--- src/rtl/video_modes_pkg.sv ---
// Video mode definitions shared by the timing generator and its consumers.
// Provides the per-mode timing record, the 4-entry mode table, coordinate
// widths and helpers that derive line/frame totals.
package video_modes_pkg;

  localparam int unsigned BEAM_X_W  = 12;
  localparam int unsigned BEAM_Y_W  = 11;
  localparam int unsigned MODE_W    = 2;
  localparam int unsigned NUM_MODES = 4;
  localparam int unsigned SYNC_W    = 3;  // {hsync, vsync, blank}

  typedef logic [BEAM_X_W-1:0] hcoord_t;
  typedef logic [BEAM_Y_W-1:0] vcoord_t;
  typedef logic [MODE_W-1:0]   mode_idx_t;

  typedef struct packed {
    hcoord_t h_res;
    hcoord_t h_fp;
    hcoord_t h_sp;
    hcoord_t h_bp;
    vcoord_t v_res;
    vcoord_t v_fp;
    vcoord_t v_sp;
    vcoord_t v_bp;
    logic    pos_pol;  // 1 = syncs are active high
  } mode_t;

  localparam mode_t MODE_TABLE [NUM_MODES] = '{
    '{12'd640,  12'd16,  12'd96,  12'd48,  11'd480,  11'd10, 11'd2, 11'd33, 1'b0},
    '{12'd1280, 12'd110, 12'd40,  12'd220, 11'd720,  11'd5,  11'd5, 11'd20, 1'b1},
    '{12'd1920, 12'd88,  12'd44,  12'd148, 11'd1080, 11'd4,  11'd5, 11'd36, 1'b1},
    '{12'd800,  12'd40,  12'd128, 12'd88,  11'd600,  11'd1,  11'd4, 11'd23, 1'b1}
  };

  function automatic hcoord_t h_total(input mode_t c);
    return c.h_res + c.h_fp + c.h_sp + c.h_bp;
  endfunction

  function automatic vcoord_t v_total(input mode_t c);
    return c.v_res + c.v_fp + c.v_sp + c.v_bp;
  endfunction

endpackage

--- src/rtl/video_timing_multi_if.sv ---
// Bundle between the timing generator (master) and its pixel source / encoder
// (slave). Controls: enable, mode_sel. Results: mode_cur, beam_x/beam_y,
// frame_start, delayed vga_hsync/vga_vsync/vga_blank.
interface video_timing_multi_if;
  import video_modes_pkg::*;

  logic      enable;
  mode_idx_t mode_sel;
  mode_idx_t mode_cur;
  hcoord_t   beam_x;
  vcoord_t   beam_y;
  logic      frame_start;
  logic      vga_hsync;
  logic      vga_vsync;
  logic      vga_blank;

  modport master (
    input  enable, mode_sel,
    output mode_cur, beam_x, beam_y, frame_start, vga_hsync, vga_vsync, vga_blank
  );

  modport slave (
    output enable, mode_sel,
    input  mode_cur, beam_x, beam_y, frame_start, vga_hsync, vga_vsync, vga_blank
  );
endinterface

--- src/rtl/sync_delay_line.sv ---
// Fixed-depth register pipeline for sync/blank alignment.
// Ports: clk, rst_n (async active-low), rst_value (value every stage takes
// in reset), d (input sample), q (sample from DEPTH cycles ago; d when DEPTH=0).
module sync_delay_line #(
  parameter int unsigned WIDTH = 3,
  parameter int unsigned DEPTH = 2
) (
  input  logic             clk,
  input  logic             rst_n,
  input  logic [WIDTH-1:0] rst_value,
  input  logic [WIDTH-1:0] d,
  output logic [WIDTH-1:0] q
);

  if (DEPTH == 0) begin : g_bypass
    assign q = d;
  end else begin : g_pipe
    logic [WIDTH-1:0] stage_q [DEPTH];

    // Shift register; stage 0 takes the newest sample
    always_ff @(posedge clk or negedge rst_n) begin
      if (!rst_n) begin
        for (int i = 0; i < int'(DEPTH); i++) stage_q[i] <= rst_value;
      end else begin
        stage_q[0] <= d;
        for (int i = 1; i < int'(DEPTH); i++) stage_q[i] <= stage_q[i-1];
      end
    end

    assign q = stage_q[DEPTH-1];
  end

endmodule

--- src/rtl/video_timing_multi.sv ---
// Multi-mode video timing generator: beam counters, frame-boundary mode
// latch, sync/blank decode and a C_delay-deep alignment pipeline.
// Ports: clk_pixel, resetn (async active-low), vid (master modport:
// enable/mode_sel in; mode_cur, beam_x/y, frame_start, vga_* out).
module video_timing_multi
  import video_modes_pkg::*;
#(
  parameter int unsigned C_delay        = 2,
  parameter mode_idx_t   C_default_mode = 2'd2
) (
  input  logic                clk_pixel,
  input  logic                resetn,
  video_timing_multi_if.master vid
);

  hcoord_t   x_q, x_n;
  vcoord_t   y_q, y_n;
  mode_idx_t mode_q, mode_n;
  logic      run_q, run_n;   // counting was enabled on the previous edge
  logic      fs_q, fs_n;

  mode_t   cfg;
  hcoord_t h_last;
  vcoord_t v_last;

  assign cfg    = MODE_TABLE[mode_q];
  assign h_last = h_total(cfg) - hcoord_t'(1);
  assign v_last = v_total(cfg) - vcoord_t'(1);

  // State register
  always_ff @(posedge clk_pixel or negedge resetn) begin
    if (!resetn) begin
      x_q    <= '0;
      y_q    <= '0;
      mode_q <= C_default_mode;
      run_q  <= 1'b0;
      fs_q   <= 1'b0;
    end else begin
      x_q    <= x_n;
      y_q    <= y_n;
      mode_q <= mode_n;
      run_q  <= run_n;
      fs_q   <= fs_n;
    end
  end

  // Next state: the first enabled edge after a hold re-presents (0,0) as a
  // new frame instead of stepping past it
  always_comb begin
    x_n    = x_q;
    y_n    = y_q;
    mode_n = mode_q;
    run_n  = run_q;
    fs_n   = 1'b0;
    if (!vid.enable) begin
      x_n    = '0;
      y_n    = '0;
      run_n  = 1'b0;
      mode_n = vid.mode_sel;
    end else if (!run_q) begin
      x_n   = '0;
      y_n   = '0;
      run_n = 1'b1;
      fs_n  = 1'b1;
    end else if (x_q == h_last) begin
      x_n = '0;
      if (y_q == v_last) begin
        y_n    = '0;
        mode_n = vid.mode_sel;
        fs_n   = 1'b1;
      end else begin
        y_n = y_q + vcoord_t'(1);
      end
    end else begin
      x_n = x_q + hcoord_t'(1);
    end
  end

  // Sync/blank decode of the current beam, polarity applied with this
  // cycle's mode so straddling frames stay consistent through the delay
  logic              gate, visible, h_act, v_act;
  hcoord_t           hs_start, hs_end;
  vcoord_t           vs_start, vs_end;
  logic [SYNC_W-1:0] sample_c, delayed;

  always_comb begin
    hs_start = cfg.h_res + cfg.h_fp;
    hs_end   = hs_start + cfg.h_sp;
    vs_start = cfg.v_res + cfg.v_fp;
    vs_end   = vs_start + cfg.v_sp;
    gate     = vid.enable & run_q;
    visible  = (x_q < cfg.h_res) && (y_q < cfg.v_res);
    h_act    = (x_q >= hs_start) && (x_q < hs_end);
    v_act    = (y_q >= vs_start) && (y_q < vs_end);
    sample_c = {(gate & h_act) ~^ cfg.pos_pol,
                (gate & v_act) ~^ cfg.pos_pol,
                ~(gate & visible)};
  end

  localparam logic RST_INACT = ~MODE_TABLE[C_default_mode].pos_pol;
  localparam logic [SYNC_W-1:0] SYNC_RST = {RST_INACT, RST_INACT, 1'b1};

  sync_delay_line #(
    .WIDTH (SYNC_W),
    .DEPTH (C_delay)
  ) u_delay (
    .clk       (clk_pixel),
    .rst_n     (resetn),
    .rst_value (SYNC_RST),
    .d         (sample_c),
    .q         (delayed)
  );

  assign vid.mode_cur    = mode_q;
  assign vid.beam_x      = x_q;
  assign vid.beam_y      = y_q;
  assign vid.frame_start = fs_q;
  assign vid.vga_hsync   = delayed[2];
  assign vid.vga_vsync   = delayed[1];
  assign vid.vga_blank   = delayed[0];

endmodule

--- src/flat_wrapper.sv ---
// flat-port wrapper written by rule: the top's interface ports become plain ports
module video_timing_multi_flat import video_modes_pkg::*;
#(
  parameter int unsigned C_delay        = 2,
  parameter mode_idx_t   C_default_mode = 2'd2
)
  (clk_pixel, resetn, vid_enable, vid_mode_sel, vid_mode_cur, vid_beam_x, vid_beam_y, vid_frame_start, vid_vga_hsync, vid_vga_vsync, vid_vga_blank);
  video_timing_multi_if vid_i ();
  input  logic clk_pixel;
  input  logic resetn;
  input wire logic [$bits(vid_i.enable)-1:0] vid_enable;
  input wire logic [$bits(vid_i.mode_sel)-1:0] vid_mode_sel;
  output wire logic [$bits(vid_i.mode_cur)-1:0] vid_mode_cur;
  output wire logic [$bits(vid_i.beam_x)-1:0] vid_beam_x;
  output wire logic [$bits(vid_i.beam_y)-1:0] vid_beam_y;
  output wire logic [$bits(vid_i.frame_start)-1:0] vid_frame_start;
  output wire logic [$bits(vid_i.vga_hsync)-1:0] vid_vga_hsync;
  output wire logic [$bits(vid_i.vga_vsync)-1:0] vid_vga_vsync;
  output wire logic [$bits(vid_i.vga_blank)-1:0] vid_vga_blank;
  assign vid_i.enable = vid_enable;
  assign vid_i.mode_sel = vid_mode_sel;
  assign vid_mode_cur = vid_i.mode_cur;
  assign vid_beam_x = vid_i.beam_x;
  assign vid_beam_y = vid_i.beam_y;
  assign vid_frame_start = vid_i.frame_start;
  assign vid_vga_hsync = vid_i.vga_hsync;
  assign vid_vga_vsync = vid_i.vga_vsync;
  assign vid_vga_blank = vid_i.vga_blank;
  video_timing_multi #(.C_delay(C_delay), .C_default_mode(C_default_mode)) u_core (.clk_pixel(clk_pixel), .resetn(resetn), .vid(vid_i));
endmodule
--- config.mk ---
export PLATFORM = sky130hd
export DESIGN_NAME = video_timing_multi_flat
export DESIGN_NICKNAME = d
export VERILOG_FILES = /design/src/rtl/video_modes_pkg.sv /design/src/rtl/video_timing_multi_if.sv /design/src/rtl/sync_delay_line.sv /design/src/rtl/video_timing_multi.sv /design/src/flat_wrapper.sv
export SDC_FILE = /design/constraint.sdc
export NUM_CORES = 1
export LEC_CHECK = 0
export CORE_MARGIN = 2
export CORE_UTILIZATION = 40
export CTS_CLUSTER_DIAMETER = 40
export DETAILED_ROUTE_END_ITERATION = 10
export GPL_TIMING_DRIVEN = 0
export PLACE_DENSITY = 0.63
export SYNTH_ARGS = -nofsm -noshare
export SYNTH_HDL_FRONTEND = slang
export SYNTH_SLANG_ARGS = --single-unit
--- constraint.sdc ---
create_clock -name clk_pixel -period 8.29 [get_ports clk_pixel]
set_clock_uncertainty 0.05 [all_clocks]
set_input_delay 0.829 -clock clk_pixel [delete_from_list [all_inputs] [get_ports clk_pixel]]
set_output_delay 0.829 -clock clk_pixel [all_outputs]
set_load 0.02 [all_outputs]
==> results of run 1 <==
-- how the worst max path moves through the flow --
stage / cells after the start / start / slack, ns / endpoint
global route: 9 / u_core.vid.mode_cur[0]$_DFFE_PN0P_ / 4.33 / u_core.vid.beam_y[2]$_DFFE_PN0P_
floorplan: 9 / u_core.vid.mode_cur[0]$_DFFE_PN0P_ / 5.23 / u_core.vid.mode_cur[0]$_DFFE_PN0P_
finish: 9 / u_core.vid.mode_cur[0]$_DFFE_PN0P_ / 4.67 / u_core.vid.mode_cur[0]$_DFFE_PN0P_
global placement: 9 / u_core.vid.mode_cur[0]$_DFFE_PN0P_ / 4.58 / u_core.vid.mode_cur[0]$_DFFE_PN0P_
detailed placement: 9 / u_core.vid.mode_cur[0]$_DFFE_PN0P_ / 4.66 / u_core.vid.mode_cur[0]$_DFFE_PN0P_
CTS: 9 / u_core.vid.mode_cur[0]$_DFFE_PN0P_ / 4.62 / u_core.vid.mode_cur[0]$_DFFE_PN0P_
-- cell usage in the layout, fill, tap and decap left out, types with 5 or more instances in the layout --
master / Yosys / routed
a31oi_1: 6 / 6
clkbuf_1: 4 / 7
inv_1: 19 / 19
clkbuf_8: 0 / 5
nor2_1: 28 / 28
xor2_1: 11 / 11
a21o_1: 5 / 5
ha_1: 57 / 57
nand4_1: 8 / 8
nand2b_1: 5 / 5
clkdlybuf4s50_1: 0 / 32
and3_1: 9 / 9
o21ai_0: 8 / 8
xnor2_1: 13 / 13
a21oi_1: 14 / 14
nand2_1: 19 / 19
dfrtp_1: 30 / 30
nand3_1: 14 / 14
-- critical path, stage by stage (launching register included) --
cell and delay, ns:
dfrtp_1 0.74, inv_1 0.34, ha_1 0.43, ha_1 0.38, nor4b_1 0.32, nand4_1 0.21
a211oi_2 0.39, nand2_1 0.15, o21ai_4 0.18, mux2_4 0.31
-- layer usage --
metal  routed length, um  track usage (%)  up-vias
li1                    -                -     1259
met1                3630             27.7     1180
met2                3430             31.2       56
met3                 254             2.51        7
met4                  87             4.74        0
met5                   0                0        -
-- power by group --
group | switching [W] | internal [W] | total (W)
clock network | 0.0000600 | 0.0000597 | 0.000120
registers | 0.00000577 | 0.000166 | 0.000172
logic | 0.0000587 | 0.0000401 | 0.0000988
total | 0.000124 | 0.000266 | 0.000390
-- cell families after synthesis --
kind of cell | Yosys count
flops | 33
buf+inv | 27
mux | 5
xor+xnor | 24
compound gates | 72
simple gates | 102
fa+ha+maj | 57
-- state kept, by name, indices dropped and copies added, names as in the netlist --
signal                         cells
u_core.vid.beam_x                 12
u_core.vid.beam_y                 11
u_core.u_delay.g_pipe.stage_q      3
u_core.u_delay.q                   3
u_core.vid.mode_cur                2
u_core.run_q                       1
u_core.vid.frame_start             1
-- through the flow --
| step | util [%] | area (um2) |
|---|---|---|
| 6_report | 48.2 | 3480 |
| 5_1_grt | 48.2 | 3480 |
| 4_1_cts | 48.2 | 3480 |
| 3_5_place_dp | 47.1 | 3400 |
| 3_3_place_gp | 47.2 | 3400 |
| 2_1_floorplan | - | 2950 |
-- cell type report --
class | count | area (um2)
plain buffers | 8 | 43.8
clock buffers | 8 | 80.1
fillers | 743 | 3740
inverters | 19 | 71.3
multi-input cells | 260 | 2000
flip-flops and latches | 33 | 830
well taps | 99 | 124
repair buffers | 33 | 325
==> flow_metrics.tcl, run 1 <==
set metrics [dict create \
    yosys.area_share.xor_xnor_pct 7.13 \
    syn_area_per_cell_um2 9.22 \
    ys.flop_type "dfrtp_1" \
    io_buffer_count 33 \
    synth_common_cells "57 x ha_1, 30 x dfrtp_1, 28 x nor2_1, 19 x inv_1, 19 x nand2_1" \
    synth_area_um2 2950 \
    place_ws_ns 4.66 \
    finalSetupTns_ns 0 \
    holdPathEnd "u_core.u_delay.q[2]$_DFF_PN0_" \
    hold_slack_ns 0.300 \
    dpl.cell_count 452 \
    syn_to_final_growth_pct 17.9 \
    drt-initial-drc-count 127 \
    core_um2 7210 \
    fin_nets 422 \
    vias 2502 \
    synthAdderAreaFrac_pct 24.2 \
    grt_pass1_wl_mm 12.8 \
    rsz0062_at_grt "no" \
    synth_top_family_by_area "adder cells" \
    die_w_um 89.9 \
    rows 31 \
    synth-seq-cells 33 \
    setup.worst_path.class "flip-flop to flip-flop" \
    critPathLaunchType "flip-flop" \
    yosys.area.top_type_share_pct 25.5 \
    io_pins 34 \
    setup_slack_ns 4.67 \
    max_freq_ghz 0.276 \
    vias_per_cell 5.44 \
    max_slew_margin_pct 49.8 \
    hold_viol_final 0 \
    ir_drop_mv 0.0579 \
    yosysWarnings 0 \
    clk_latency_ns 0.28 \
    critPathArrivalTime_ns 3.75 \
    dieArea_um2 8080 \
    drt-total-wl_mm 7.41 \
    synth_edf_count 0 \
    yosys.area.top_type "dfrtp_1" \
    stdcell_count 460 \
    drive_gt1_share_pct 5.82 \
    setup_violations 0 \
    cts_setup_buffers 0 \
    cts_tree "built" \
    grt_pass1_vias 2474 \
    ys_top_cells_by_area "dfrtp_1 25%, ha_1 24%, xnor2_1 3.9%" \
    powerDensity_nw_per_um2 112 \
    required_ns 8.41 \
    leakage_nw 1.57 \
    track_usage_pct 19.4 \
    clock_sinks 33 \
    drc 0 \
    ys_seq_area_share_pct 28.1 \
    synth_cell_types 51 \
    gp_congestion 0.892 \
    synthesis.nets 382 \
    drv_cap 0 \
    dieHeight_um 89.9 \
    ctsHtreeMaxLevel 2 \
    firstDrtPassIters 4 \
    r2r_end "u_core.vid.mode_cur[0]$_DFFE_PN0P_" \
    start_util_pct 40.9 \
    r2r_slack_ns 4.67 \
    hp-class "flip-flop to flip-flop" \
    root_buffer "clkbuf_8" \
    syn_inst 320 \
    antenna_found_initial 0 \
    yosys.area_share.simple_pct 17.8 \
    cp-end-kind "flip-flop" \
    ctsResizeCount 0 \
    gr-total-overflow 0 \
    dpl.hpwl_mm 5.57 \
    wl_per_cell_um 16.1 \
    crit_path_max_fanout 14 \
    layout_min_cycle_time_ns 3.62 \
    async_reset_ff_share_pct 100 \
    cts_buffers 5 \
    r2r_start "u_core.vid.mode_cur[0]$_DFFE_PN0P_" \
    fin_crit_sh_pct 43.7 \
    synth_compound_area_share_pct 16.8 \
    drtAntennaViolNets 0 \
    power_w 0.000390 \
    reg2reg_depth 9 \
    grt_max_degree 34 \
    cts_hold_buf 0 \
    holdPathStages 0 \
    hold_start "u_core.u_delay.g_pipe.stage_q[5]$_DFF_PN0_" \
    synth.mux.area_fraction_pct 2.04 \
    clk_pin_slew_ns 0.07 \
    synth.most_common_cell "ha_1" \
    drv_slew 0 \
    clock_path_buffers 2 \
    worst_slew_pin_slew_ns 0.752 \
    n_antenna_cell 0 \
    outcome "completed" \
]
(Power assumes the default switching activity.)
==> run 2: changes to the inputs <==
--- a/config.mk
+++ b/config.mk
@@ -10,7 +10,7 @@
 export CTS_CLUSTER_DIAMETER = 40
 export DETAILED_ROUTE_END_ITERATION = 10
 export GPL_TIMING_DRIVEN = 0
-export PLACE_DENSITY = 0.63
+export PLACE_DENSITY = 0.65
 export SYNTH_ARGS = -nofsm -noshare
 export SYNTH_HDL_FRONTEND = slang
 export SYNTH_SLANG_ARGS = --single-unit
==> constraint.sdc (replaced) <==
create_clock -name clk_pixel -period 3.1 [get_ports clk_pixel]
set_clock_uncertainty 0.05 [all_clocks]
set_input_delay 0.31 -clock clk_pixel [delete_from_list [all_inputs] [get_ports clk_pixel]]
set_output_delay 0.31 -clock clk_pixel [all_outputs]
set_load 0.02 [all_outputs]
==> run 2 against run 1 <==
Compared with the run above: via count up 1.5%; clock power rose to 2.9 times the previous value; sequential cell count unchanged; combinational power rose to 3.0 times the previous value; sequential share of layout area down 0.56 points; sequential power rose to 2.6 times the previous value; wire length up 2.5%; clock-buffer cell count unchanged; worst hold slack worse by 0.28 ns; critical endpoint unchanged; largest cell class unchanged; highest routed layer unchanged.
==> flow_metrics.tcl, run 2 (synthesis results as in run 1) <==
set metrics [dict create \
    setup.worst_path.class "flip-flop to flip-flop" \
    setup_violations 0 \
    ir_drop_mv 0.201 \
    rsz0062_at_grt "no" \
    root_buffer "clkbuf_8" \
    grt_pass1_vias 2553 \
    drc 0 \
    p_seq_share_pct 41.7 \
    drv_slew 0 \
    comb_power_share_pct 26.9 \
    outcome "completed" \
    n_antenna_cell 0 \
    clk_pin_slew_ns 0.07 \
    clk_latency_ns 0.29 \
    r2r_slack_ns 0.15 \
    fin_util_pct 49.4 \
    final_common_cell "ha_1" \
    io_pins 34 \
    drtAntennaViolNets 0 \
    drive_gt1_share_pct 9.34 \
    critPathArrivalTime_ns 3.08 \
    max_freq_ghz 0.339 \
    cp-end-kind "flip-flop" \
    worst_slew_pin_slew_ns 0.743 \
    hp-class "primary input to async pin" \
    grt_pass1_wl_mm 13.2 \
    finalSetupTns_ns 0 \
    rows 31 \
    cts_tree "built" \
    ctsHtreeMaxLevel 2 \
    gr-total-overflow 0 \
    vias 2540 \
    max_slew_margin_pct 50.4 \
    place_ws_ns -0.524 \
    die_w_um 89.9 \
    clock_path_buffers 2 \
    p_int_w 0.000744 \
    vias_per_cell 5.49 \
    layout_common_cells "55 x ha_1, 32 x clkdlybuf4s50_1, 29 x dfrtp_1" \
    hold_viol_final 0 \
    leakage_nw 1.59 \
    syn_to_final_growth_pct 21.0 \
    dpl.hpwl_mm 5.66 \
    fin_nets 425 \
    fin_crit_sh_pct 95.2 \
    crit_path_max_fanout 6 \
    drt-total-wl_mm 7.60 \
    dieHeight_um 89.9 \
    start_util_pct 40.9 \
    r2r_end "u_core.vid.mode_cur[0]$_DFFE_PN0P_" \
    required_ns 3.23 \
    reg2reg_depth 11 \
    p_switching_w 0.000343 \
    setup_slack_ns 0.148 \
    io_buffer_count 33 \
    p_clk_share_pct 31.4 \
    clock_sinks 33 \
    dieArea_um2 8080 \
    core_um2 7210 \
    cts_hold_buf 0 \
    layout_min_cycle_time_ns 2.95 \
    largest_register_ffs 12 \
    track_usage_pct 19.8 \
    drt-initial-drc-count 127 \
    powerDensity_nw_per_um2 305 \
    critPathLaunchType "flip-flop" \
    p_sw_share_pct 31.6 \
    antenna_found_initial 0 \
    hold_slack_ns 0.0246 \
    wl_per_cell_um 16.4 \
    r2r_start "u_core.vid.mode_cur[1]$_DFFE_PN1P_" \
    gp_congestion 0.915 \
    firstDrtPassIters 4 \
    cts_buffers 5 \
    grt_max_degree 34 \
    drv_cap 0 \
]
-- run 2: cell types whose count changed in the layout (fill, tap and decap cells not counted), sizes merged --
cell,change
inv,-1
clkinvlp,+1
buf,+3
-- run 2: critical path: stages, from the launching register on --
cell,delay [ns]
dfstp_2,0.39
inv_1,0.18
ha_2,0.34
inv_1,0.10
ha_1,0.31
nor4b_2,0.30
nand4_1,0.11
buf_4,0.17
a211oi_4,0.26
nand2_1,0.14
o21ai_4,0.18
mux2_4,0.31
-- run 2: timing repair --
action	4_1_cts	5_1_grt
buffers inserted	3	0
gates resized for setup	8	4
pin swaps	2	0
endpoints found under the setup margin	28	11
-- run 2: power groups by stage --
| stage | sequential [W] | clock (W) | combinational (W) |
|---|---|---|---|
| after floorplan | 0.000474 | 0 | 0.000171 |
| after global placement | 0.000468 | 0 | 0.000256 |
| after detailed placement | 0.000468 | 0 | 0.000262 |
| after CTS | 0.000452 | 0.000353 | 0.000290 |
| after global routing | 0.000454 | 0.000371 | 0.000330 |
| final | 0.000453 | 0.000342 | 0.000293 |
-- run 2: final cells by class --
type | instances | area (um2)
clock buffers | 8 | 90.1
fillers | 706 | 3650
flip-flops and latches | 33 | 831
multi-input cells | 260 | 2060
well taps | 99 | 124
plain buffers | 8 | 43.8
inverters | 19 | 75.1
repair buffers | 36 | 348
-- run 2: worst max-delay path by stage --
stage                                             startpoint                                         end  slack [ns]  cells after the start
after global routing      u_core.vid.mode_cur[0]$_DFFE_PN0P_  u_core.u_delay.g_pipe.stage_q[4]$_DFF_PN0_      0.0005                     11
after global placement    u_core.vid.mode_cur[0]$_DFFE_PN0P_          u_core.vid.mode_cur[0]$_DFFE_PN0P_       -0.56                      9
after detailed placement  u_core.vid.mode_cur[0]$_DFFE_PN0P_          u_core.vid.mode_cur[0]$_DFFE_PN0P_       -0.52                      9
final                     u_core.vid.mode_cur[1]$_DFFE_PN1P_          u_core.vid.mode_cur[0]$_DFFE_PN0P_        0.15                     11
after floorplan           u_core.vid.mode_cur[0]$_DFFE_PN0P_          u_core.vid.mode_cur[0]$_DFFE_PN0P_        0.04                      9
after CTS                 u_core.vid.mode_cur[1]$_DFFE_PN1P_          u_core.vid.mode_cur[0]$_DFFE_PN0P_        0.11                     11
-- run 2: layer usage --
metal  routed length [um]  GRT usage (%)
met1                 3650           28.2
met4                   72           5.13
met3                  334           2.51
met5                    0              0
met2                 3540           32.0
-- run 2: per-stage QoR --
stage / cells / total power (W) / cell area [um2]
2_1_floorplan: 320 / 0.000644 / 2950
3_3_place_gp: 452 / 0.000724 / 3400
3_5_place_dp: 452 / 0.000731 / 3400
4_1_cts: 463 / 0.00109 / 3550
5_1_grt: 463 / 0.00116 / 3570
6_report: 463 / 0.00109 / 3570
==> run 3: changes to the inputs <==
--- a/config.mk
+++ b/config.mk
@@ -5,6 +5,7 @@
 export SDC_FILE = /design/constraint.sdc
 export NUM_CORES = 1
 export LEC_CHECK = 0
+export ABC_AREA = 1
 export CORE_MARGIN = 2
 export CORE_UTILIZATION = 40
 export CTS_CLUSTER_DIAMETER = 40
==> run 3 against run 2 <==
Compared with the run above: power increased by 16%; first-iteration DRC count rose by 50%; design area grew 10%; cell count increased by 35%; worst hold slack better by 0.016 ns; via count increased by 28%.
==> flow_metrics.tcl, run 3 <==
set metrics [dict create \
    outcome "completed" \
    vias 3253 \
    max_slew_margin_pct 48.1 \
    crit_chain "inv_1 -> ha_1 -> inv_1 -> ha_1 -> inv_1 -> nand2_1 -> nor2_1 -> nand2_1 -> nor2_2 -> nand3_2 -> nand2_4 -> buf_8 -> nand3_1 -> nand3_1 -> inv_1" \
    track_usage_pct 21.2 \
    grt_use_met3_pct 2.21 \
    synth.most_common_cell "nand2_1" \
    ys.flop_type "dfrtp_1" \
    root_buffer "clkbuf_8" \
    clock_path_buffers 2 \
    slowest_delay_ns 0.66 \
    fin_area_um2 3930 \
    die_w_um 95.3 \
    dpl.cell_count 618 \
    yosys.area_share.simple_pct 33.0 \
    crit_path_max_fanout 10 \
    gp_congestion 0.902 \
    setup_violations 0 \
    ys_seq_area_share_pct 24.9 \
    required_ns 3.23 \
    synth.mux.area_fraction_pct 0 \
    ys_top_cells_by_area "dfrtp_1 23%, ha_1 21%, nand2_1 16%" \
    synth-seq-cells 33 \
    synthAdderAreaFrac_pct 21.4 \
    firstDrtPassIters 5 \
    syn_to_final_growth_pct 17.9 \
    regArea_um2 831 \
    leakage_nw 2.02 \
    endpoint "u_core.vid.beam_y[8]$_DFFE_PN0P_" \
    num-fill-cells 790 \
    grt_util_met1_pct 29.2 \
    dieArea_um2 9080 \
    synth_compound_area_share_pct 9.23 \
    ir_drop_mv 0.200 \
    yosys.area.top_type_share_pct 22.5 \
    reg2reg_depth 15 \
    drv_cap 0 \
    r2r_end "u_core.vid.beam_y[8]$_DFFE_PN0P_" \
    grt_pass1_vias 2986 \
    rsz0062_at_grt "no" \
    yosys.area_share.xor_xnor_pct 2.36 \
    cts_hold_buf 0 \
    grt_pass1_wl_mm 14.7 \
    synthesis.nets 542 \
    cts_buffers 5 \
    drv_slew 0 \
    rows 33 \
    layout_common_cells "138 x nand2_1, 56 x inv_1, 56 x ha_1" \
    clk_pin_slew_ns 0.08 \
    ctsHtreeMaxLevel 2 \
    setup.worst_path.class "flip-flop to flip-flop" \
    synth_top_family_by_area "simple AND/OR/NAND/NOR gates" \
    powerDensity_nw_per_um2 322 \
    start_util_pct 41.0 \
    largest_register_ffs 12 \
    cts_tree "built" \
    worst_path_most_repeated_cell "inv_1" \
    dpl.hpwl_mm 6.97 \
    fin_nets 582 \
    yosysWarnings 0 \
    fin_util_pct 48.3 \
    gr-total-overflow 0 \
    layout_min_cycle_time_ns 2.88 \
    clock_sinks 33 \
    critPathArrivalTime_ns 3.01 \
    wl_per_cell_um 14.5 \
    grt_use_met2_pct 35.2 \
    critPathLaunchType "flip-flop" \
    drive_gt1_share_pct 8.64 \
    busiest_layer "met2" \
    max_freq_ghz 0.347 \
    n_antenna_cell 0 \
    r2r_slack_ns 0.22 \
    async_reset_ff_share_pct 100 \
    multi_input_area_um2 2200 \
    final_common_cell "nand2_1" \
    drtAntennaViolNets 0 \
    vias_per_cell 5.20 \
    syn_inst 480 \
    synth_cell_types 37 \
    startpoint "u_core.vid.mode_cur[1]$_DFFE_PN1P_" \
    worst_slew_pin_slew_ns 0.778 \
    hp-class "primary input to async pin" \
    stdcell_count 626 \
    place_area_um2 3790 \
    clk_latency_ns 0.29 \
    io_buffer_count 33 \
    antenna_found_initial 0 \
    fin_crit_sh_pct 93.0 \
    cp-end-kind "flip-flop" \
    core_um2 8130 \
    drt-total-wl_mm 9.09 \
    synth_edf_count 0 \
    syn_area_per_cell_um2 6.95 \
    synth_common_cells "138 x nand2_1, 57 x ha_1, 56 x inv_1, 43 x nor2_1, 40 x nand3_1" \
    critPathSlowestCell "dfstp_2" \
    synth_area_um2 3330 \
    yosys.area.top_type "dfrtp_1" \
    drt-initial-drc-count 191 \
    io_pins 34 \
    r2r_start "u_core.vid.mode_cur[1]$_DFFE_PN1P_" \
    hold_viol_final 0 \
    drc 0 \
    grt_max_degree 34 \
    dieHeight_um 95.3 \
]
## run 3: cell types whose count changed after synthesis, moves of 7 or more
cell / change
a21oi_1: +11
and3_1: -9
inv_1: +37
inv_2: +10
nand2_1: +119
nand3_1: +26
nor2_1: +15
nor2_2: +7
xnor2_1: -10
## run 3: worst min path at each step
stage / start / endpoint / slack [ns] / cells after the start
finish: resetn / u_core.u_delay.q[2]$_DFF_PN0_ / 0.04 / 1
global route: resetn / u_core.u_delay.q[2]$_DFF_PN0_ / 0.09 / 1
CTS: resetn / u_core.u_delay.q[2]$_DFF_PN0_ / 0.06 / 1
detailed placement: u_core.u_delay.g_pipe.stage_q[4]$_DFF_PN0_ / u_core.u_delay.q[1]$_DFF_PN0_ / 0.29 / 0
global placement: u_core.u_delay.g_pipe.stage_q[5]$_DFF_PN0_ / u_core.u_delay.q[2]$_DFF_PN0_ / 0.28 / 0
floorplan: resetn / u_core.run_q$_DFF_PN0_ / -0.04 / 0
## run 3: timing repair
item / in CTS / in global routing
endpoints found under the setup margin: 6 / 2
setup buffers: 0 / 0
gates resized for setup: 1 / 1
pin swaps: 0 / 0
hold endpoints to repair: 0 / 0
## run 3: worst max-delay path: cells and delay by family, from the launching register on
family        cells  cell delay, ns
fa+ha+maj         2            0.61
flops             1            0.66
simple gates      8            0.80
buf+inv           5            0.66
## run 3: cell families after synthesis
kind of cell	count (synthesis)
compound gates	53
xor+xnor	9
fa+ha+maj	57
buf+inv	73
flops	33
simple gates	255
## run 3: metrics by stage
stage	setup WS (ns)	hold slack (ns)	TNS, ns	total power [W]
4_1_cts	0.213	0.0622	0	0.00127
6_report	0.218	0.0411	0	0.00127
3_5_place_dp	-0.0142	0.290	-0.0397	0.000758
2_1_floorplan	0.538	-0.0356	0	0.000666
5_1_grt	0.00316	0.0914	0	0.00134
3_3_place_gp	-0.0299	0.285	-0.0827	0.000752
## run 3: final cells by class
cell class / instances / share of cell area [%]
Buffer: 5 / 1.18
Clock buffer: 5 / 1.75
Clock inverter: 3 / 1.75
Inverter: 68 / 6.55
Multi-Input combinational cell: 374 / 56.0
Sequential cell: 33 / 21.1
Tap cell: 105 / 3.34
Timing Repair Buffer: 33 / 8.27
## run 3: report_power, final
group | internal [W] | switching (W) | total [W]
clock network | 0.000324 | 0.000188 | 0.000512
registers | 0.000444 | 0.0000148 | 0.000459
logic | 0.000106 | 0.000188 | 0.000294
total | 0.000875 | 0.000391 | 0.00127
## run 3: layer usage
| layer | vias up | share of wire [%] |
|---|---|---|
| met2 | 78 | 48 |
| met5 | - | 0 |
| li1 | 1644 | - |
| met3 | 11 | 3.9 |
| met4 | 0 | 1.5 |
| met1 | 1520 | 47 |
==> RTL edit 1 (flow settings as in run 3) <==
Set the package constant `BEAM_Y_W` to 22 (it was 11).
--- a/src/rtl/video_modes_pkg.sv
+++ b/src/rtl/video_modes_pkg.sv
@@ -5,5 +5,5 @@
 
   localparam int unsigned BEAM_X_W  = 12;
-  localparam int unsigned BEAM_Y_W  = 11;
+  localparam int unsigned BEAM_Y_W  = 22;
   localparam int unsigned MODE_W    = 2;
   localparam int unsigned NUM_MODES = 4;
Interface: changed (resized vid_beam_y); port bits go from 34 to 45. No check against the original RTL was run, so the function may have changed too.
==> RTL edit 1 against run 3 <==
- wire length is 60% higher
- total power rose by 44%
- clock power up 21%
- sequential cell count up 11
- final cell count rose by 39%
- die area up 38%
- first-iteration DRC count up 150%
- highest routed layer unchanged
- worst setup slack lost 0.090 ns
- synthesized area increased by 40%
- cell area up 41%
- combinational power grew 110%
==> RTL edit 1: results (changes against run 3) <==
Status: completed (unchanged)
NumNets Final: 795 (was 582)
R2R depth: 15 (unchanged)
Vias in the first global route: 4,602 (was 2,986)
Routability Congestion: 0.9536 (was 0.9021)
Peak supply drop: 0.2016 mV (was 0.2002 mV)
Worst hold path type: flip-flop to flip-flop (was input port to async pin)
Number of flip-flops in the largest register: 22 (was 12)
Vias after detailed routing: 4,772 (was 3,253)
Layout cells sized above 1: 12.21% (was 8.637%)
Starting DRT DRC Count: 468 (was 191)
Total global-route track usage: 23.74% (was 21.19%)
Static Leak: 0.002586 µW (was 0.002024 µW)
Cell variety after synth: 45 (was 37)
Post-placement cell area: 5295 µm² (was 3791 µm²)
Dpl hpwl: 11,260 µm (was 6966 µm)
PnR worst setup slack: 0.1282 ns (was 0.2178 ns)
Worst hold slack: 0.2978 ns (was 0.04106 ns)
Worst Path Arrival: 3.10 ns (was 3.01 ns)
Crit-path max cell delay: 0.56 ns (was 0.66 ns)
Antenna Cells: 0 (unchanged)
DRT Pass-1 Iters: 5 (unchanged)
Initial antenna violation count: 0 (unchanged)
Main synth FF type: dfrtp_1 (unchanged)
Root Driver: clkbuf_16 (was clkbuf_8)
Fillcell total: 1,137 (was 790)
WHS Path Cells: 0
H-tree levels: 2 (unchanged)
First-pass GRT wire length: 23,770 µm (was 14,700 µm)
Pin count of the biggest net entering global routing: 24 (was 34)
Longest Clk Path Bufs: 2 (unchanged)
Slew HR: 62.27% (was 48.13%)
Fraction of registers with async set/reset: 100.0% (unchanged)
Total CTS buffers: 5 (unchanged)
Dpl ws: -0.2600 ns (was -0.01420 ns)
Most frequent cells after synthesis: nand2_1 (165), nor2_1 (67), inv_1 (65) (was nand2_1 (138), ha_1 (57), inv_1 (56))
PortBufs: 44 (was 33)
DR WL/cell: 16.63 µm (was 14.52 µm)
Area contributors post-synth: dfrtp_1 (22%), ha_1 (17%), nand2_1 (13%) (was dfrtp_1 (23%), ha_1 (21%), nand2_1 (16%))
Clk Latency, worst-skew pair: 0.30 ns
Slowest cell on the critical path: dfstp_2 (unchanged)
Synth Warn #: 0 (unchanged)
Sequential area share after synthesis: 23.74% (was 24.88%)
CP max FO: 11 (was 10)
Worst-path clk slew: 0.07 ns
Crit-path leading delay family: simple AND/OR/NAND/NOR gates (unchanged)
==> RTL edit 1: cell types whose count changed after synthesis, sizes merged, moves of 11 or more <==
cell   delta
a21oi    +18
inv      +11
nand3    +26
dfrtp    +11
nand2    +27
nor3     +16
nand4    +11
nor2     +24
o21ai    +13
==> RTL edit 1: layout make-up <==
class / instances / share of cell area [%]
Buffer: 14 / 2.319
Inverter: 79 / 5.425
Clock inverter: 2 / 0.6303
Sequential cell: 44 / 19.90
Timing Repair Buffer: 51 / 9.118
Clock buffer: 6 / 2.319
Tap cell: 143 / 3.219
Multi-Input combinational cell: 533 / 57.07
==> RTL edit 1: path summary, 6_finish.rpt <==
| path | start | end |
|---|---|---|
| hold / removal | u_core.u_delay.g_pipe.stage_q[5]$_DFF_PN0_ | u_core.u_delay.q[2]$_DFF_PN0_ |
| min in group asynchronous | resetn | u_core.u_delay.g_pipe.stage_q[5]$_DFF_PN0_ |
| hold reg to reg | u_core.u_delay.g_pipe.stage_q[5]$_DFF_PN0_ | u_core.u_delay.q[2]$_DFF_PN0_ |
| setup reg to reg | u_core.vid.mode_cur[1]$_DFFE_PN1P_ | u_core.vid.beam_y[21]$_DFFE_PN0P_ |
| max in group asynchronous | resetn | u_core.vid.mode_cur[1]$_DFFE_PN1P_ |
| setup / recovery | u_core.vid.mode_cur[1]$_DFFE_PN1P_ | u_core.vid.beam_y[21]$_DFFE_PN0P_ |
==> RTL edit 1: through the flow <==
stage / utilization (%) / instances
final: 48.88 / 872
after global routing: 48.88 / 872
after CTS: 48.43 / 869
after detailed placement: 46.57 / 858
after global placement: 46.44 / 857
after floorplan: - / 670
==> RTL edit 1: where the power goes <==
part | switching, µW | internal (µW) | total, µW
combinational | 381 | 223 | 604
sequential | 8.45 | 592 | 601
clock | 240 | 380 | 620
==> RTL edit 1: layer usage <==
metal | GRT usage, % | share of wire [%]
met3 | 4.137 | 6.3
met4 | 8.313 | 2.7
met5 | 0 | 0
met1 | 32.78 | 46
met2 | 37.49 | 45
==> RTL edit 1: what timing repair did <==
action | 4_1_cts | 5_1_grt
gates cloned | 0 | 0
endpoints found under the setup margin | 22 | 29
pin swaps | 0 | 1
buffers inserted | 2 | 3
hold buffers | 1 | 0
gates resized for setup | 5 | 8
hold endpoints to repair | 19 | 0
==> RTL edit 1: cells by family after synthesis <==
| family | count (synthesis) | share of synthesized area (%) |
|---|---|---|
| flops | 44 | 23.74 |
| other cells | 1 | 0.08059 |
| fa+ha+maj | 62 | 16.67 |
| compound gates | 77 | 9.787 |
| buf+inv | 93 | 9.008 |
| simple gates | 372 | 36.97 |
| xor+xnor | 19 | 3.738 |
==> RTL edit 2 (config.mk and constraints of run 3) <==
Without the edit above. Put a register stage on the output `vid.vga_hsync`. The value now appears one clock later.
--- a/src/rtl/video_timing_multi.sv
+++ b/src/rtl/video_timing_multi.sv
@@ -116,5 +116,7 @@
   assign vid.beam_y      = y_q;
   assign vid.frame_start = fs_q;
-  assign vid.vga_hsync   = delayed[2];
+  always_ff @(posedge clk_pixel) begin
+    vid.vga_hsync <= delayed[2];
+  end
   assign vid.vga_vsync   = delayed[1];
   assign vid.vga_blank   = delayed[0];
Behaviour: not the same (a bounded check fails within 4 cycles, from zero or initial values and one cycle with resetn low).
==> RTL edit 2 against run 3 <==
- synthesized area is 0.64% higher
- sequential cell count is 1 higher
- cell area is 0.60% higher
- worst setup slack better by 0.012 ns
- first-iteration DRC count is 8.4% lower
- wire length is 4.8% higher
- total power is 2.0% higher
- largest cell class unchanged
==> RTL edit 2: results (changes against run 3) <==
Post-cts sizing count: 1 (unchanged)
Routability Congestion: 0.9186 (was 0.9021)
Worst Path Arrival: 3.06 ns (was 3.01 ns)
Initial antenna violation count: 0 (unchanged)
PortBufs: 33 (unchanged)
Post-Syn Nets: 547 (was 542)
Slowest cell on the critical path: dfrtp_2 (was dfstp_2)
Dpl ws: -0.05603 ns (was -0.01420 ns)
Peak supply drop: 0.1473 mV (was 0.2002 mV)
Final Cycle Share: 92.58% (was 92.98%)
DR WL/cell: 15.10 µm (was 14.52 µm)
Reg2Reg Setup Slack: 0.23 ns
Antenna Cells: 0 (unchanged)
Layout cells sized above 1: 7.605% (was 8.637%)
Crit-path max cell delay: 0.57 ns (was 0.66 ns)
CP max FO: 15 (was 10)
Clk Latency, worst-skew pair: 0.30 ns
Pin count of the biggest net entering global routing: 34 (unchanged)
H-tree levels: 2 (unchanged)
DRT Pass-1 Iters: 5 (unchanged)
Synth Warn #: 0 (unchanged)
Worst hold path type: input port to async pin (unchanged)
Longest Clk Path Bufs: 2 (unchanged)
Post-CTS setup buffer count: 0 (unchanged)
Status: completed (unchanged)
R2R depth: 12 (was 15)
First-pass GRT wire length: 15,690 µm (was 14,700 µm)
Vias per cell: 5.222 (was 5.196)
Most frequent cells after synthesis: nand2_1 (141), inv_1 (60), ha_1 (57) (was nand2_1 (138), ha_1 (57), inv_1 (56))
Static Leak: 0.002061 µW (was 0.002024 µW)
Total global-route track usage: 22.43% (was 21.19%)
NumNets Final: 587 (was 582)
Cell variety after synth: 38 (was 37)
Worst-path clk slew: 0.09 ns
Dpl hpwl: 7234 µm (was 6966 µm)
Crit-path leading delay family: simple AND/OR/NAND/NOR gates (unchanged)
Vias in the first global route: 3,233 (was 2,986)
Cts hold-fix bufs: 0 (unchanged)
Number of flip-flops in the largest register: 12 (unchanged)
Slew Limit Fails: 0 (unchanged)
Area contributors post-synth: dfrtp_1 (22%), ha_1 (21%), nand2_1 (16%) (was dfrtp_1 (23%), ha_1 (21%), nand2_1 (16%))
Root Driver: clkbuf_8 (unchanged)
Starting DRT DRC Count: 175 (was 191)
Total CTS buffers: 5 (unchanged)
End of the critical path: u_core.vid.beam_y[10]$_DFFE_PN0P_ (was u_core.vid.beam_y[8]$_DFFE_PN0P_)
Slew @ Worst Pin: 0.7931 ns (was 0.7780 ns)
Fraction of registers with async set/reset: 97.06% (was 100.0%)
CP startpoint: u_core.vid.mode_cur[0]$_DFFE_PN0P_ (was u_core.vid.mode_cur[1]$_DFFE_PN1P_)
Sequential area share after synthesis: 25.32% (was 24.88%)
Main synth FF type: dfrtp_1 (unchanged)
==> RTL edit 2: stage by stage <==
stage,hold WS (ns),power [µW],area [µm²],util (%),instances
after CTS,0.05839,1299,3951,48.33,631
after detailed placement,0.2858,770.8,3812,46.63,623
after global placement,0.2789,764.7,3817,46.69,623
final,0.04108,1291,3956,48.39,631
after floorplan,-0.03559,676.6,3356,-,485
after global routing,0.09437,1355,3956,48.39,631
==> RTL edit 2: metal layers <==
layer / up-vias / routed length [µm] / track usage [%] / part of all wire [%]
met4: 0 / 180 / 5.714 / 1.9
met1: 1526 / 4525 / 29.31 / 48
met2: 85 / 4484 / 39.45 / 47
met3: 20 / 335 / 2.213 / 3.5
met5: - / 0 / 0 / 0
li1: 1664 / - / - / -
==> RTL edit 2: cells by family after synthesis <==
family | share of synthesized area, %
flops | 25.32
buf+inv | 8.837
fa+ha+maj | 21.25
xor+xnor | 2.088
compound gates | 9.358
simple gates | 33.15
==> RTL edit 2: layout make-up <==
| type | instances | area, µm² |
|---|---|---|
| timing repair buffer | 33 | 325.3 |
| fill | 828 | 4219 |
| clock buffer | 5 | 68.82 |
| inverter | 68 | 257.7 |
| clock inverter | 3 | 68.82 |
| tap | 105 | 131.4 |
| sequential | 34 | 850.8 |
| buffer | 5 | 38.79 |
| multi-input combinational | 378 | 2215 |
==> RTL edit 2: power by group <==
part	switching (µW)	internal (µW)
Sequential	14.9	459
Combinational	190	104
Clock	200	323
Total	405	886
==> RTL edit 2: worst register-to-register path: cells and delay by family, from the launching register on <==
family	cells	cell delay (ns)
AO/OA/AOI/OAI	1	0.16
adder cells (fa/ha/maj)	2	0.68
buffers and inverters	2	0.39
flip-flops	1	0.57
AND/OR/NAND/NOR	7	0.96
